<file path="config.mk">
export PLATFORM = sky130hd
export DESIGN_NAME = operand_fetch_flat
export DESIGN_NICKNAME = d
export VERILOG_FILES = /design/src/rtl/operand_fetch_pkg.sv /design/src/rtl/operand_fetch_if.sv /design/src/rtl/operand_fetch_sel.sv /design/src/rtl/operand_fetch.sv /design/src/flat_wrapper.sv
export SDC_FILE = /design/constraint.sdc
export NUM_CORES = 1
export LEC_CHECK = 0
export CAP_MARGIN = 20
export CORE_AREA = 2 2 261 263
export DETAILED_ROUTE_END_ITERATION = 6
export DIE_AREA = 0 0 263 265
export MAX_ROUTING_LAYER = met4
export PLACE_DENSITY = 0.58
export SLEW_MARGIN = 20
export SYNTH_ARGS = -nofsm -noshare
export SYNTH_HDL_FRONTEND = slang
export SYNTH_SLANG_ARGS = --single-unit
</file>
<file path="constraint.sdc">
create_clock -name clk -period 2.6 [get_ports clk]
set_input_delay 0.26 -clock clk [delete_from_list [all_inputs] [get_ports clk]]
set_output_delay 0.26 -clock clk [all_outputs]
set_load 0.03 [all_outputs]
</file>
<file path="src/rtl/operand_fetch_pkg.sv">
// Shared decode-stage types: special register indices, the held operand bundle and its refresh helper.
package operand_fetch_pkg;

  localparam int unsigned XLEN  = 32;
  localparam int unsigned NREG  = 16;
  localparam int unsigned RW    = $clog2(NREG);
  localparam int unsigned IMMW  = 14;
  localparam int unsigned OPCW  = 5;
  localparam int unsigned CONDW = 3;

  function automatic int unsigned idx_pc(input int unsigned n);
    return n - 2;
  endfunction

  function automatic int unsigned idx_ovf(input int unsigned n);
    return n - 1;
  endfunction

  typedef struct packed {
    logic [XLEN-1:0]  aval;
    logic [XLEN-1:0]  bval;
    logic [RW-1:0]    a_tag;
    logic             a_tag_v;
    logic [RW-1:0]    b_tag;
    logic             b_tag_v;
    logic [OPCW-1:0]  opc;
    logic [RW-1:0]    rc;
    logic [CONDW-1:0] cond;
    logic             cmp;
  } op_bundle_t;

  // Keep a stalled bundle coherent with a same-cycle register-file write.
  function automatic op_bundle_t refresh(input op_bundle_t b, input logic v,
                                         input logic wb_en, input logic [RW-1:0] wb_addr,
                                         input logic [XLEN-1:0] wb_data);
    op_bundle_t r;
    r = b;
    if (v && wb_en && b.a_tag_v && (b.a_tag == wb_addr)) r.aval = wb_data;
    if (v && wb_en && b.b_tag_v && (b.b_tag == wb_addr)) r.bval = wb_data;
    return r;
  endfunction

endpackage

</file>
<file path="src/rtl/operand_fetch_if.sv">
// Upstream/downstream handshake, decoded fields, register-file view and write-back port.
interface operand_fetch_if #(
  parameter int unsigned XLEN  = 32,
  parameter int unsigned NREG  = 16,
  parameter int unsigned IMMW  = 14,
  parameter int unsigned OPCW  = 5,
  parameter int unsigned CONDW = 3
);
  localparam int unsigned RW = $clog2(NREG);

  logic                     in_valid;
  logic                     in_ready;
  logic [RW-1:0]            ra;
  logic [RW-1:0]            rb;
  logic [RW-1:0]            rc;
  logic                     imb;
  logic [IMMW-1:0]          imm;
  logic [OPCW-1:0]          opc;
  logic [CONDW-1:0]         cond;
  logic                     cmp;
  logic [(NREG-2)*XLEN-1:0] regs;
  logic [XLEN-1:0]          pc;
  logic [XLEN-1:0]          overflow;
  logic                     wb_en;
  logic [RW-1:0]            wb_addr;
  logic [XLEN-1:0]          wb_data;
  logic                     flush;
  logic                     out_valid;
  logic                     out_ready;
  logic [XLEN-1:0]          aval;
  logic [XLEN-1:0]          bval;
  logic [OPCW-1:0]          opc2;
  logic [RW-1:0]            rc2;
  logic [CONDW-1:0]         cond2;
  logic                     cmp2;

  modport slave (
    input  in_valid, ra, rb, rc, imb, imm, opc, cond, cmp, regs, pc, overflow,
           wb_en, wb_addr, wb_data, flush, out_ready,
    output in_ready, out_valid, aval, bval, opc2, rc2, cond2, cmp2
  );

  modport master (
    output in_valid, ra, rb, rc, imb, imm, opc, cond, cmp, regs, pc, overflow,
           wb_en, wb_addr, wb_data, flush, out_ready,
    input  in_ready, out_valid, aval, bval, opc2, rc2, cond2, cmp2
  );
endinterface

</file>
<file path="src/rtl/operand_fetch_sel.sv">
// Combinational A/B operand selection: register file, PC, overflow, extended immediate, write-back bypass.
module operand_sel
  import operand_fetch_pkg::*;
#(
  parameter int unsigned XLEN       = 32,
  parameter int unsigned NREG       = 16,
  parameter int unsigned IMMW       = 14,
  parameter bit          IMM_SIGNED = 1'b1,
  localparam int unsigned SW        = $clog2(NREG)
) (
  input  logic [SW-1:0]            i_ra,
  input  logic [SW-1:0]            i_rb,
  input  logic                     i_imb,
  input  logic [IMMW-1:0]          i_imm,
  input  logic [(NREG-2)*XLEN-1:0] i_regs,
  input  logic [XLEN-1:0]          i_pc,
  input  logic [XLEN-1:0]          i_ovf,
  input  logic                     i_wb_en,
  input  logic [SW-1:0]            i_wb_addr,
  input  logic [XLEN-1:0]          i_wb_data,
  output logic [XLEN-1:0]          o_aval_c,
  output logic [XLEN-1:0]          o_bval_c,
  output logic                     o_a_gpr_c,
  output logic                     o_b_gpr_c
);
  localparam int unsigned EXTW = XLEN - IMMW;

  logic [XLEN-1:0] w_a_reg;
  logic [XLEN-1:0] w_b_reg;
  logic [XLEN-1:0] w_imm_ext;
  logic            w_a_gpr;
  logic            w_b_gpr;

  // Mux loop keeps PC/overflow indices from ever addressing past the flattened file.
  always_comb begin
    w_a_reg = '0;
    w_b_reg = '0;
    for (int i = 0; i < int'(NREG) - 2; i++) begin
      if (i_ra == SW'(i)) w_a_reg = i_regs[i*XLEN +: XLEN];
      if (i_rb == SW'(i)) w_b_reg = i_regs[i*XLEN +: XLEN];
    end
  end

  assign w_a_gpr   = (i_ra < SW'(NREG - 2));
  assign w_b_gpr   = (i_rb < SW'(NREG - 2));
  assign w_imm_ext = IMM_SIGNED ? {{EXTW{i_imm[IMMW-1]}}, i_imm} : {{EXTW{1'b0}}, i_imm};

  always_comb begin
    o_aval_c = '0;
    if (i_ra == SW'(idx_pc(NREG)))          o_aval_c = i_pc;
    else if (i_ra == SW'(idx_ovf(NREG)))    o_aval_c = i_ovf;
    else if (i_wb_en && i_wb_addr == i_ra)  o_aval_c = i_wb_data;
    else                                    o_aval_c = w_a_reg;
  end

  always_comb begin
    o_bval_c = '0;
    if (i_imb)                                       o_bval_c = w_imm_ext;
    else if (w_b_gpr && i_wb_en && i_wb_addr == i_rb) o_bval_c = i_wb_data;
    else if (w_b_gpr)                                o_bval_c = w_b_reg;
  end

  assign o_a_gpr_c = w_a_gpr;
  assign o_b_gpr_c = !i_imb && w_b_gpr;

endmodule

</file>
<file path="src/rtl/operand_fetch.sv">
// Decode/operand-fetch stage: resolves operands and holds them in a 2-entry skid pair that tracks write-back.
module operand_fetch
  import operand_fetch_pkg::*;
#(
  parameter int unsigned XLEN       = operand_fetch_pkg::XLEN,
  parameter int unsigned NREG       = operand_fetch_pkg::NREG,
  parameter int unsigned IMMW       = operand_fetch_pkg::IMMW,
  parameter bit          IMM_SIGNED = 1'b1,
  parameter int unsigned OPCW       = operand_fetch_pkg::OPCW,
  parameter int unsigned CONDW      = operand_fetch_pkg::CONDW
) (
  input logic                clk,
  input logic                rst,
  operand_fetch_if.slave     bus
);
  localparam logic [1:0] S_EMPTY = 2'b00;
  localparam logic [1:0] S_ONE   = 2'b10;
  localparam logic [1:0] S_FULL  = 2'b11;

  op_bundle_t r_out, r_skid;
  logic       r_out_v, r_skid_v;

  op_bundle_t w_in, w_out_ref, w_skid_ref, w_nxt_out, w_nxt_skid;
  logic       w_nxt_out_v, w_nxt_skid_v;
  logic [XLEN-1:0] w_aval, w_bval;
  logic       w_a_gpr, w_b_gpr;
  logic       w_in_xfer, w_out_xfer;

  operand_sel #(
    .XLEN(XLEN), .NREG(NREG), .IMMW(IMMW), .IMM_SIGNED(IMM_SIGNED)
  ) u_sel (
    .i_ra(bus.ra), .i_rb(bus.rb), .i_imb(bus.imb), .i_imm(bus.imm),
    .i_regs(bus.regs), .i_pc(bus.pc), .i_ovf(bus.overflow),
    .i_wb_en(bus.wb_en), .i_wb_addr(bus.wb_addr), .i_wb_data(bus.wb_data),
    .o_aval_c(w_aval), .o_bval_c(w_bval), .o_a_gpr_c(w_a_gpr), .o_b_gpr_c(w_b_gpr)
  );

  always_comb begin
    w_in         = '0;
    w_in.aval    = w_aval;
    w_in.bval    = w_bval;
    w_in.a_tag   = w_a_gpr ? bus.ra : '0;
    w_in.a_tag_v = w_a_gpr;
    w_in.b_tag   = w_b_gpr ? bus.rb : '0;
    w_in.b_tag_v = w_b_gpr;
    w_in.opc     = bus.opc;
    w_in.rc      = bus.rc;
    w_in.cond    = bus.cond;
    w_in.cmp     = bus.cmp;
  end

  assign w_out_ref  = refresh(r_out,  r_out_v,  bus.wb_en, bus.wb_addr, bus.wb_data);
  assign w_skid_ref = refresh(r_skid, r_skid_v, bus.wb_en, bus.wb_addr, bus.wb_data);
  assign w_in_xfer  = bus.in_valid && bus.in_ready;
  assign w_out_xfer = r_out_v && bus.out_ready;

  // Next-state: held entries always take their refreshed value unless replaced.
  always_comb begin
    w_nxt_out    = w_out_ref;
    w_nxt_skid   = w_skid_ref;
    w_nxt_out_v  = r_out_v;
    w_nxt_skid_v = r_skid_v;
    case ({r_out_v, r_skid_v})
      S_EMPTY: begin
        if (w_in_xfer) begin
          w_nxt_out   = w_in;
          w_nxt_out_v = 1'b1;
        end
      end
      S_ONE: begin
        if (w_out_xfer && w_in_xfer) begin
          w_nxt_out = w_in;
        end else if (w_out_xfer) begin
          w_nxt_out_v = 1'b0;
        end else if (w_in_xfer) begin
          w_nxt_skid   = w_in;
          w_nxt_skid_v = 1'b1;
        end
      end
      S_FULL: begin
        if (w_out_xfer) begin
          w_nxt_out    = w_skid_ref;
          w_nxt_skid_v = 1'b0;
        end
      end
      default: begin
        w_nxt_out_v  = 1'b0;
        w_nxt_skid_v = 1'b0;
      end
    endcase
    if (bus.flush) begin
      w_nxt_out_v  = 1'b0;
      w_nxt_skid_v = 1'b0;
    end
  end

  always_ff @(posedge clk) begin
    if (rst) begin
      r_out    <= '0;
      r_skid   <= '0;
      r_out_v  <= 1'b0;
      r_skid_v <= 1'b0;
    end else begin
      r_out    <= w_nxt_out;
      r_skid   <= w_nxt_skid;
      r_out_v  <= w_nxt_out_v;
      r_skid_v <= w_nxt_skid_v;
    end
  end

  assign bus.in_ready  = !r_skid_v && !rst;
  assign bus.out_valid = r_out_v;
  assign bus.aval      = r_out.aval;
  assign bus.bval      = r_out.bval;
  assign bus.opc2      = r_out.opc;
  assign bus.rc2       = r_out.rc;
  assign bus.cond2     = r_out.cond;
  assign bus.cmp2      = r_out.cmp;

endmodule

</file>
<file path="src/flat_wrapper.sv">
// flat-port wrapper written by rule: the top's interface ports become plain ports
module operand_fetch_flat import operand_fetch_pkg::*;
#(
  parameter int unsigned XLEN       = operand_fetch_pkg::XLEN,
  parameter int unsigned NREG       = operand_fetch_pkg::NREG,
  parameter int unsigned IMMW       = operand_fetch_pkg::IMMW,
  parameter bit          IMM_SIGNED = 1'b1,
  parameter int unsigned OPCW       = operand_fetch_pkg::OPCW,
  parameter int unsigned CONDW      = operand_fetch_pkg::CONDW
)
  (clk, rst, bus_in_valid, bus_ra, bus_rb, bus_rc, bus_imb, bus_imm, bus_opc, bus_cond, bus_cmp, bus_regs, bus_pc, bus_overflow, bus_wb_en, bus_wb_addr, bus_wb_data, bus_flush, bus_out_ready, bus_in_ready, bus_out_valid, bus_aval, bus_bval, bus_opc2, bus_rc2, bus_cond2, bus_cmp2);
  operand_fetch_if #(.XLEN(XLEN), .NREG(NREG), .IMMW(IMMW), .OPCW(OPCW), .CONDW(CONDW)) bus_i ();
  input logic clk;
  input logic rst;
  input wire logic [$bits(bus_i.in_valid)-1:0] bus_in_valid;
  input wire logic [$bits(bus_i.ra)-1:0] bus_ra;
  input wire logic [$bits(bus_i.rb)-1:0] bus_rb;
  input wire logic [$bits(bus_i.rc)-1:0] bus_rc;
  input wire logic [$bits(bus_i.imb)-1:0] bus_imb;
  input wire logic [$bits(bus_i.imm)-1:0] bus_imm;
  input wire logic [$bits(bus_i.opc)-1:0] bus_opc;
  input wire logic [$bits(bus_i.cond)-1:0] bus_cond;
  input wire logic [$bits(bus_i.cmp)-1:0] bus_cmp;
  input wire logic [$bits(bus_i.regs)-1:0] bus_regs;
  input wire logic [$bits(bus_i.pc)-1:0] bus_pc;
  input wire logic [$bits(bus_i.overflow)-1:0] bus_overflow;
  input wire logic [$bits(bus_i.wb_en)-1:0] bus_wb_en;
  input wire logic [$bits(bus_i.wb_addr)-1:0] bus_wb_addr;
  input wire logic [$bits(bus_i.wb_data)-1:0] bus_wb_data;
  input wire logic [$bits(bus_i.flush)-1:0] bus_flush;
  input wire logic [$bits(bus_i.out_ready)-1:0] bus_out_ready;
  output wire logic [$bits(bus_i.in_ready)-1:0] bus_in_ready;
  output wire logic [$bits(bus_i.out_valid)-1:0] bus_out_valid;
  output wire logic [$bits(bus_i.aval)-1:0] bus_aval;
  output wire logic [$bits(bus_i.bval)-1:0] bus_bval;
  output wire logic [$bits(bus_i.opc2)-1:0] bus_opc2;
  output wire logic [$bits(bus_i.rc2)-1:0] bus_rc2;
  output wire logic [$bits(bus_i.cond2)-1:0] bus_cond2;
  output wire logic [$bits(bus_i.cmp2)-1:0] bus_cmp2;
  assign bus_i.in_valid = bus_in_valid;
  assign bus_i.ra = bus_ra;
  assign bus_i.rb = bus_rb;
  assign bus_i.rc = bus_rc;
  assign bus_i.imb = bus_imb;
  assign bus_i.imm = bus_imm;
  assign bus_i.opc = bus_opc;
  assign bus_i.cond = bus_cond;
  assign bus_i.cmp = bus_cmp;
  assign bus_i.regs = bus_regs;
  assign bus_i.pc = bus_pc;
  assign bus_i.overflow = bus_overflow;
  assign bus_i.wb_en = bus_wb_en;
  assign bus_i.wb_addr = bus_wb_addr;
  assign bus_i.wb_data = bus_wb_data;
  assign bus_i.flush = bus_flush;
  assign bus_i.out_ready = bus_out_ready;
  assign bus_in_ready = bus_i.in_ready;
  assign bus_out_valid = bus_i.out_valid;
  assign bus_aval = bus_i.aval;
  assign bus_bval = bus_i.bval;
  assign bus_opc2 = bus_i.opc2;
  assign bus_rc2 = bus_i.rc2;
  assign bus_cond2 = bus_i.cond2;
  assign bus_cmp2 = bus_i.cmp2;
  operand_fetch #(.XLEN(XLEN), .NREG(NREG), .IMMW(IMMW), .IMM_SIGNED(IMM_SIGNED), .OPCW(OPCW), .CONDW(CONDW)) u_core (.clk(clk), .rst(rst), .bus(bus_i));
endmodule
</file>
Word-level counts from Yosys, hierarchy flattened
Cells that the tools add are included.
Word-level totals
  register bits after elaboration: 176
  input port bits: 590
  output and inout bits: 79
  logic and storage cells: 156
Operators by class
  $lt $le $gt $ge: 2
  eq/ne operators: 43
  mux-type cells: 55
  bitwise logic cells: 4
  reductions and logical operators: 30
Operator list (count)
  32-bit 2-to-1 mux: 38
  87-bit 2-to-1 mux: 7
  87-bit one-hot mux with 3 select lines: 1
  4-bit equality test, second input constant: 14
  4-bit by 3-bit equality test with 1-bit output, second input constant: 8
  4-bit equality test: 6
  1-bit logical AND: 18
  4-bit by 2-bit equality test with 1-bit output, second input constant: 4
  4-bit AND reduction: 3
  2-bit by 1-bit != test with 1-bit output, second input constant: 5
  4-bit by 1-bit equality test with 1-bit output, second input constant: 2
  4-bit logical NOT: 2
  4-bit less-than comparator, second input constant: 2
  4-bit 2-to-1 mux: 2
  1-bit one-hot mux with 3 select lines: 2
  1-bit 2-to-1 mux: 5
  5-bit AND reduction: 1
  2-bit equality test, second input constant: 2
  2-bit != test, second input constant: 2
  1-bit inverter: 4
  1-bit logical NOT: 3
  3-bit nonzero test: 1
  2-bit logical NOT: 1
  2-bit OR reduction: 1

Depth between registers and ports, before layout
Gate-level depths: netlist of the first run.
  depth after elaboration: 22
  mapped depth: 12
  gate-level depth less buffers: 7

By module
Synthesis of the first run repeated with hierarchy kept, for this count alone.
Second synthesis, totals
  cell total of the unflattened synthesis: 2555
  area total of the unflattened synthesis: 19353.6 um2
Modules (own cells, without submodules)
  operand_sel: instances 1, cells each 1587, area each 10612.7 um2
  operand_fetch: instances 1, cells each 968, area each 8740.9 um2

Worst setup path after synthesis of the first run
No wires, ideal clock.
  kind: register to register
  from: register u_core.r_out_v (netlist: u_core.bus.out_valid)
  to: register u_core.r_out, in the netlist u_core.bus.aval[8]
  library setup time: 0.128 ns
  data arrival time: 2.007 ns
  setup slack: 0.465 ns
  stages on the path, launching flop included: 10
  buffers on the path: 4
  period minus slack after synthesis: 2.135 ns
  path through: dfxtp_1 > clkbuf_1 > nand2b_1 > clkbuf_1 > and2_1 > clkbuf_1 > clkbuf_1 > o22ai_1 > a21oi_1 > nor2_1
On the way
  cells in the longest elaborated chain, start to end: 6
  elaborated cells between the ends (all ways): 13
RTL lines
  from (decl): line operand_fetch.sv:21  | logic r_out_v, r_skid_v;
  from (signal assigned): line operand_fetch.sv:106  | r_out_v <= w_nxt_out_v;
  1-bit logical AND (3 in series): line operand_fetch_pkg.sv:38  | if (v && wb_en && b.a_tag_v && (b.a_tag == wb_addr)) r.aval = wb_data;
  32-bit 2-to-1 mux: line operand_fetch_pkg.sv:38
  87-bit 2-to-1 mux, on equally long branches: line operand_fetch.sv:81, operand_fetch.sv:65, operand_fetch.sv:71
  87-bit one-hot mux with 3 select lines (*): line operand_fetch.sv:63  | case ({r_out_v, r_skid_v})
  to (signal assigned): line operand_fetch.sv:104  | r_out <= w_nxt_out;
  to (decl): line operand_fetch.sv:20  | op_bundle_t r_out, r_skid;
Every way passes the cells marked *; elsewhere a longest branch is shown, timed or not. The select of a mux whose other input is x is not followed.
A chain may end at the register's enable or synchronous reset.

Worst setup path after layout of the first run
  from: input bus_ra[0]
  to: register u_core.r_out, in the netlist u_core.bus.aval[1]
On the way
  cells in the longest elaborated chain, start to end: 20
  elaborated cells between the ends (all ways): 38
RTL lines
  from (decl): line flat_wrapper.sv:16  | input wire logic [$bits(bus_i.ra)-1:0] bus_ra;
  4-bit logical NOT: line operand_fetch_sel.sv:39  | if (i_ra == SW'(i)) w_a_reg = i_regs[i*XLEN +: XLEN];
  32-bit 2-to-1 mux (14 in series): line operand_fetch_sel.sv:39
  32-bit 2-to-1 mux: line operand_fetch_sel.sv:52  | else if (i_wb_en && i_wb_addr == i_ra) o_aval_c = i_wb_data;
  32-bit 2-to-1 mux: line operand_fetch_sel.sv:51  | else if (i_ra == SW'(idx_ovf(NREG))) o_aval_c = i_ovf;
  32-bit 2-to-1 mux (*): line operand_fetch_sel.sv:50  | if (i_ra == SW'(idx_pc(NREG))) o_aval_c = i_pc;
  87-bit 2-to-1 mux, on equally long branches: line operand_fetch.sv:71, operand_fetch.sv:65
  87-bit one-hot mux with 3 select lines (*): line operand_fetch.sv:63
Marks and branches as above.

==> results of run 1 <==
==> area by class of cell <==
type	instances	area, um2	share of cell area
multi-input combinational	2045	14400	0.462
antenna	20	50.0	0.00161
tap	873	1090	0.0350
inverter	22	82.6	0.00265
clock buffer	19	443	0.0142
timing repair buffer	1233	11500	0.368
sequential	176	3520	0.113
clock inverter	13	118	0.00377
==> power by group <==
part / switching, uW / internal, uW
Sequential: 95.3 / 2810
Clock: 1260 / 1290
Combinational: 2970 / 2470
==> per-stage QoR <==
step | TNS, ns | total power (uW) | std cells
2_1_floorplan | 0 | 5110 | 2593
3_3_place_gp | -27.52 | 8170 | 4346
3_5_place_dp | -33.58 | 8190 | 4346
4_1_cts | 0 | 10700 | 4378
5_1_grt | -0.000771 | 11200 | 4399
6_report | -0.103 | 10900 | 4401
==> sequential cells by signal, summed over array words and instances (netlist names) <==
register              flops
u_core.bus.cond2          3
u_core.r_skid            87
u_core.bus.bval          32
u_core.bus.cmp2           1
u_core.r_out             10
u_core.bus.out_valid      1
u_core.r_skid_v           1
u_core.bus.aval          32
u_core.bus.rc2            4
u_core.bus.opc2           5
==> critical path, stage by stage <==
cell	delay (ns)
clkbuf_8	0.18
buf_4	0.19
and4b_1	0.36
buf_4	0.26
a221o_1	0.37
nor4_2	0.55
buf_4	0.21
o31a_1	0.25
nor2_1	0.06
o31a_1	0.25
==> layout by cell type (no fill, tap or decap), types with 21 or more instances in the layout <==
| cell type | netlist | layout |
|---|---|---|
| dfxtp_1 | 176 | 176 |
| a22oi_1 | 65 | 65 |
| a221oi_1 | 38 | 36 |
| buf_12 | 0 | 44 |
| buf_4 | 112 | 525 |
| o211ai_1 | 21 | 21 |
| mux2_2 | 54 | 54 |
| nand2_1 | 221 | 221 |
| nand3_1 | 44 | 43 |
| nor3_1 | 31 | 30 |
| o21ai_0 | 128 | 128 |
| mux4_2 | 40 | 40 |
| o221ai_1 | 57 | 57 |
| nor2_1 | 222 | 218 |
| a211oi_1 | 76 | 76 |
| a31oi_1 | 42 | 42 |
| clkdlybuf4s50_1 | 0 | 658 |
| nor2b_1 | 35 | 31 |
| a21oi_1 | 199 | 199 |
| nand2b_1 | 40 | 40 |
| o22ai_1 | 111 | 111 |
| mux2i_1 | 229 | 229 |
==> synthesized netlist by cell type, types with 21 or more instances <==
cell type and instances:
a211oi_1 76, a21oi_1 199, a221oi_1 38, a22oi_1 65
a31oi_1 42, buf_2 100, buf_4 112, clkbuf_1 101
dfxtp_1 176, mux2_2 54, mux2i_1 229, mux4_2 40
nand2_1 221, nand2b_1 40, nand3_1 44, nor2_1 222
nor2b_1 35, nor3_1 31, o211ai_1 21, o21ai_0 128
o221ai_1 57, o22ai_1 111
==> final timing paths <==
check / depth (start not counted) / startpoint / slack, ns / end
max reg2reg: 7 / u_core.r_skid[15] / 0.22 / u_core.bus.bval[8]
max: 10 / bus_ra[0] / -0.03 / u_core.bus.aval[1]
min: 3 / rst / 0.35 / u_core.bus.aval[24]
min reg2reg: 2 / u_core.r_skid[12] / 0.46 / u_core.r_skid[12]
==> routing by layer <==
layer / GRT usage / vias to the layer above
met5: - / -
met4: 0.133 / 0
met3: 0.0845 / 278
met2: 0.659 / 2026
met1: 0.558 / 13700
li1: - / 11800
==> kinds of logic (layout without fill, tap and decap cells) <==
group,Yosys count,in the layout,synth area share
mux,327,327,0.195
compound gates,986,986,0.344
buf+inv,372,1287,0.104
other cells,0,20,0
flops,176,176,0.178
xor+xnor,26,26,0.0115
simple gates,706,706,0.168
==> what timing repair did <==
action	in CTS	in global routing
buffers inserted	0	3
setup endpoints to repair	9	27
gates resized for setup	7	13
endpoints found under the hold margin	0	0
pin swaps	0	1
gates cloned	0	0
==> metrics.md, run 1 <==
| Metric | Value |
|---|---|
| Fin Hold WS | `0.347 ns` |
| Number of global-route vias before repair | `26800` |
| Sinks on Clock Net | `176` |
| Met3 wire length | `15.0 mm` |
| Met2 Wirelength | `67.1 mm` |
| Leakage | `0.0127 uW` |
| Max Clk Rate | `380 MHz` |
| Num CTS Buffers | `17` |
| FF+latch count, synth | `176` |
| Mapped Cells | `2593` |
| All-Layer GR Usage | `0.426` |
| Wirelength per Cell | `34.3 um` |
| Total Wirelength | `151 mm` |
| Post-CTS Hold Buffers | `0` |
| Max_slew headroom | `0.291` |
| Max IR drop VDD | `0.268 mV` |
| Htree depth | `4` |
| Drt initial violations | `~3800` |
| Boundary Pins | `between 600 and 700` |
| Initial antenna violation count | `19` |
| CTS Buffer Depth | `2` |
| Fin crit period | `2.63 ns` |
| CTS Root Cell | `clkbuf_16` |
| Synthesized area per cell | `7.65 um2` |
| Fillcell total | `6603` |
| Synth Net Count | `roughly 3200` |
| CTS clk-pin slew, worst paths | `around 0.070 ns` |
| Pwr dens | `350 nW/um2` |
| Highest net fanout along the worst path | `9` |
| Outcome | `complete, but fails checks` |
| Placer Congestion | `1.02` |
| DR vias | `27800` |
| Dominant cell type by area after synthesis | `dfxtp_1` |
| Synth async-reset ratio | `0` |
| Via/cell ratio | `6.32` |
| CORE AREA | `66800 um2` |
| Largest net degree at the start of global routing | `74` |
| Share of cells above drive strength 1 | `0.215` |
| Uppermost routed layer | `met4` |
| Post-synthesis sequential area ratio | `0.178` |
| CP Class | `input port to flip-flop` |
| Nets | `4085` |
| Worst slack, placed | `-0.815 ns` |
| Starting density of the core | `0.297` |
| Grt total ovfl | `0` |
| Final hold violation count | `0` |
| CP arrival | `2.97 ns` |
| Final core occ | `0.467` |
| Max-cap violations | `0` |
| DIE WIDTH | `263 um` |
| Final setup vio count | `4` |
| DP Area | `30400 um2` |
| CTS tree | `built` |
| Post-synth top area share | `0.178` |
| Ranking of synthesized cells by area | `dfxtp_1 (18%), mux2i_1 (12%), a21oi_1 (5.0%)` |
| Hold crit path type | `input port to flip-flop` |
| Die ar. | `69700 um2` |
| Later-pin clock latency in the skew report | `0.45 ns` |
| Max Slew Vio Count | `0` |
| Final Cell Area | `approximately 31000 um2` |
| CP startpoint kind | `input port` |
| Library cells used by synthesis | `93` |
| Antenna Nets Post-Route | `0` |
| DP Wirelength | `about 130 mm` |
| Site Rows | `95` |
| Cell Area, Synth | `19800 um2` |
| Crit end category | `flip-flop` |
| Die Span Y | `265 um` |
| Post-synth EDFFs | `0` |
| First-pass GRT wire length | `208 mm` |
| P&R area growth vs syn | `57.0%` |
| Failing checks | `design-rule violations, negative setup slack` |
| Drt drc | `11` |
| PortBufs | `approximately 670` |
| Most used DFF post-synth | `dfxtp_1` |
| Warnings, synthesis | `0` |
| Final WS setup | `-0.0305 ns` |
| Drt pass-1 iters | `7` |
| Part of the cycle the worst path needs | `1.01` |
| Worst Max-Slew Pin Slew | `1.06 ns` |
| M1 WL | `63.4 mm` |
| Clock Skew | `0.00993 ns` |
| CP required | `slightly below 3 ns` |
Note: power is estimated with default switching activity, not from simulation.
==> run 2, diff against run 1 <==
Settings changed: TNS_END_PERCENT set to 30.
==> run 2 against run 1 <==
  * The run still ends with design-rule violations, negative setup slack left
  * Fmax decreased by 0.44%
  * Hold slack worse by 0.0028 ns
  * Sequential power about the same
  * Via count is essentially flat
  * Final cell count about the same
  * Sequential cell count unchanged
  * Cell area hardly changed
  * Core utilization is essentially flat
  * Global-route usage about the same
  * Clock skew increased by 0.00059 ns
  * Register-to-register slack lost 0.02 ns
  * Power is essentially flat
  * Critical endpoint unchanged
  * Largest cell class unchanged
==> metrics.md, run 2 (synthesis gave the netlist of run 1 again) <==
| Metric | Value |
|---|---|
| Max incr delay on CP | `0.56 ns` |
| Initial antenna violation count | `19` |
| CTS tree | `built` |
| Most flops, register | `u_core.r_skid` |
| Final Cell Area | `just over 30000 um2` |
| PortBufs | `668` |
| Fin Hold WS | `0.344 ns` |
| All-Layer GR Usage | `0.426` |
| Most common cell after layout, fill and taps aside | `clkdlybuf4s50_1` |
| Max_slew headroom | `0.282` |
| CP arrival | `2.98 ns` |
| Worst Hold End | `u_core.bus.aval[24]` |
| Clock Skew | `roughly 0.011 ns` |
| Register area | `3520 um2` |
| Hold path depth | `3` |
| Final WS setup | `-0.0420 ns` |
| Outcome | `complete, but fails checks` |
| Drt initial violations | `just under 4000` |
| Most frequent cells in the layout | `clkdlybuf4s50_1 (658), buf_4 (525), mux2i_1 (229)` |
| RR Startpoint | `u_core.r_skid[15]` |
| Number of global-route vias before repair | `26800` |
| CTS clk-pin slew, worst paths | `0.08 ns` |
| Wirelength per Cell | `34.4 um` |
| Crit end category | `flip-flop` |
| Area taken by multi-input logic gates | `14400 um2` |
| Final core occ | `0.466` |
| R2R Setup Slk | `about 0.20 ns` |
| Max Clk Rate | `379 MHz` |
| Leakage | `~0.013 uW` |
| Failing checks | `design-rule violations, negative setup slack` |
| Max-cap violations | `0` |
| DP Area | `30400 um2` |
| Part of the cycle the worst path needs | `1.02` |
| Max IR drop VDD | `0.268 mV` |
| CP Class | `input port to flip-flop` |
| Site Rows | `95` |
| DP Wirelength | `126 mm` |
| Max Slew Vio Count | `0` |
| CP startpoint kind | `input port` |
| DIE WIDTH | `263 um` |
| Fillcell total | `6606` |
| Via/cell ratio | `6.32` |
| Num CTS Buffers | `17` |
| Htree depth | `4` |
| R2R Path End | `u_core.bus.bval[8]` |
| Grt total ovfl | `0` |
| Final setup vio count | `3` |
| CTS Root Cell | `clkbuf_16` |
| R2R depth | `7` |
| Final hold violation count | `0` |
| Worst Max-Slew Pin Slew | `1.07 ns` |
| CTS Buffer Depth | `2` |
| Share of cells above drive strength 1 | `0.215` |
| Starting density of the core | `0.297` |
| CP required | `2.94 ns` |
| Placer Congestion | `1.02` |
| P&R area growth vs syn | `57.0%` |
| Worst-path cell chain | `clkbuf_8, buf_4, and4b_1, buf_4, a221o_1, nor4_2, buf_4, o31a_1, nor2_1, o31a_1` |
| Pwr dens | `350 nW/um2` |
| Post-CTS Hold Buffers | `0` |
| Power, Total | `10900 uW` |
| Critical Path Most Common Cell | `buf_4` |
| Drt pass-1 iters | `7` |
| Largest net degree at the start of global routing | `74` |
| Hold crit path type | `input port to flip-flop` |
| Boundary Pins | `669` |
| Fin crit period | `2.64 ns` |
| Nets | `4085` |
| Highest net fanout along the worst path | `9` |
| Later-pin clock latency in the skew report | `around 0.45 ns` |
| Drt drc | `13` |
| Total Wirelength | `151 mm` |
| CORE AREA | `66800 um2` |
| Antenna Nets Post-Route | `0` |
| Die Span Y | `around 270 um` |
| First-pass GRT wire length | `208 mm` |
| Max reg flops | `87` |
| DR vias | `27800` |
| Die ar. | `approximately 70000 um2` |
| Sinks on Clock Net | `roughly 180` |
| Crit path max-delay cell type | `nor4_2` |
| Hold Startpoint | `rst` |
## run 2: cell count changes in the layout (fill, tap and decap cells not counted), sizes merged
cell	previous run	this run
diode	20	19
## run 2: where the power goes
part	total, uW	switching, uW	leakage [uW]	internal [uW]
Sequential	2910	96.2	0.00143	2810
Combinational	5440	2970	0.0110	2470
Clock	2550	1260	0.000267	1290
Total	10900	4320	0.0127	6570
## run 2: repair_timing
item	4_1_cts	5_1_grt
pin swaps	0	1
setup buffers	0	3
setup endpoints to repair	9	27
resized for setup	6	14
## run 2: cell type report
class                           count  area share
Multi-Input combinational cell   2045       0.462
Antenna cell                       19     0.00153
Inverter                           22     0.00265
Clock inverter                     13     0.00377
Clock buffer                       19      0.0142
Tap cell                          873      0.0351
Timing Repair Buffer             1233       0.368
Sequential cell                   176       0.113
## run 2: routing by layer
metal | wire length (um) | vias to the layer above | global-route usage
met5 | 0 | - | -
met4 | 5560 | 0 | 0.134
met3 | 15200 | 290 | 0.0869
met2 | 67200 | 2011 | 0.657
met1 | 63300 | 13700 | 0.558
li1 | - | 11800 | -
## run 2: worst max path at each step
stage,start,depth (start not counted),endpoint
6_report,bus_ra[0],10,u_core.bus.aval[1]
5_1_grt,bus_ra[2],9,u_core.bus.aval[31]
4_1_cts,bus_regs[103],10,u_core.bus.bval[7]
3_5_place_dp,bus_wb_addr[2],10,u_core.bus.bval[13]
3_3_place_gp,bus_wb_addr[2],10,u_core.bus.bval[13]
2_1_floorplan,u_core.bus.out_valid,9,u_core.bus.aval[8]
## run 2: metrics by stage
step           instances  setup TNS [ns]  setup slack [ns]
2_1_floorplan       2593               0             0.465
3_3_place_gp        4346          -27.52            -0.785
3_5_place_dp        4346          -33.58            -0.815
4_1_cts             4378         -0.0139           -0.0139
5_1_grt             4399       -0.000771         -0.000771
6_report            4400         -0.0895           -0.0420
## run 2: critical path, delay by kind of cell
family                 cells  cell delay, ns
AND/OR/NAND/NOR            3            0.98
AO/OA/AOI/OAI              3            0.87
buffers and inverters      4            0.84
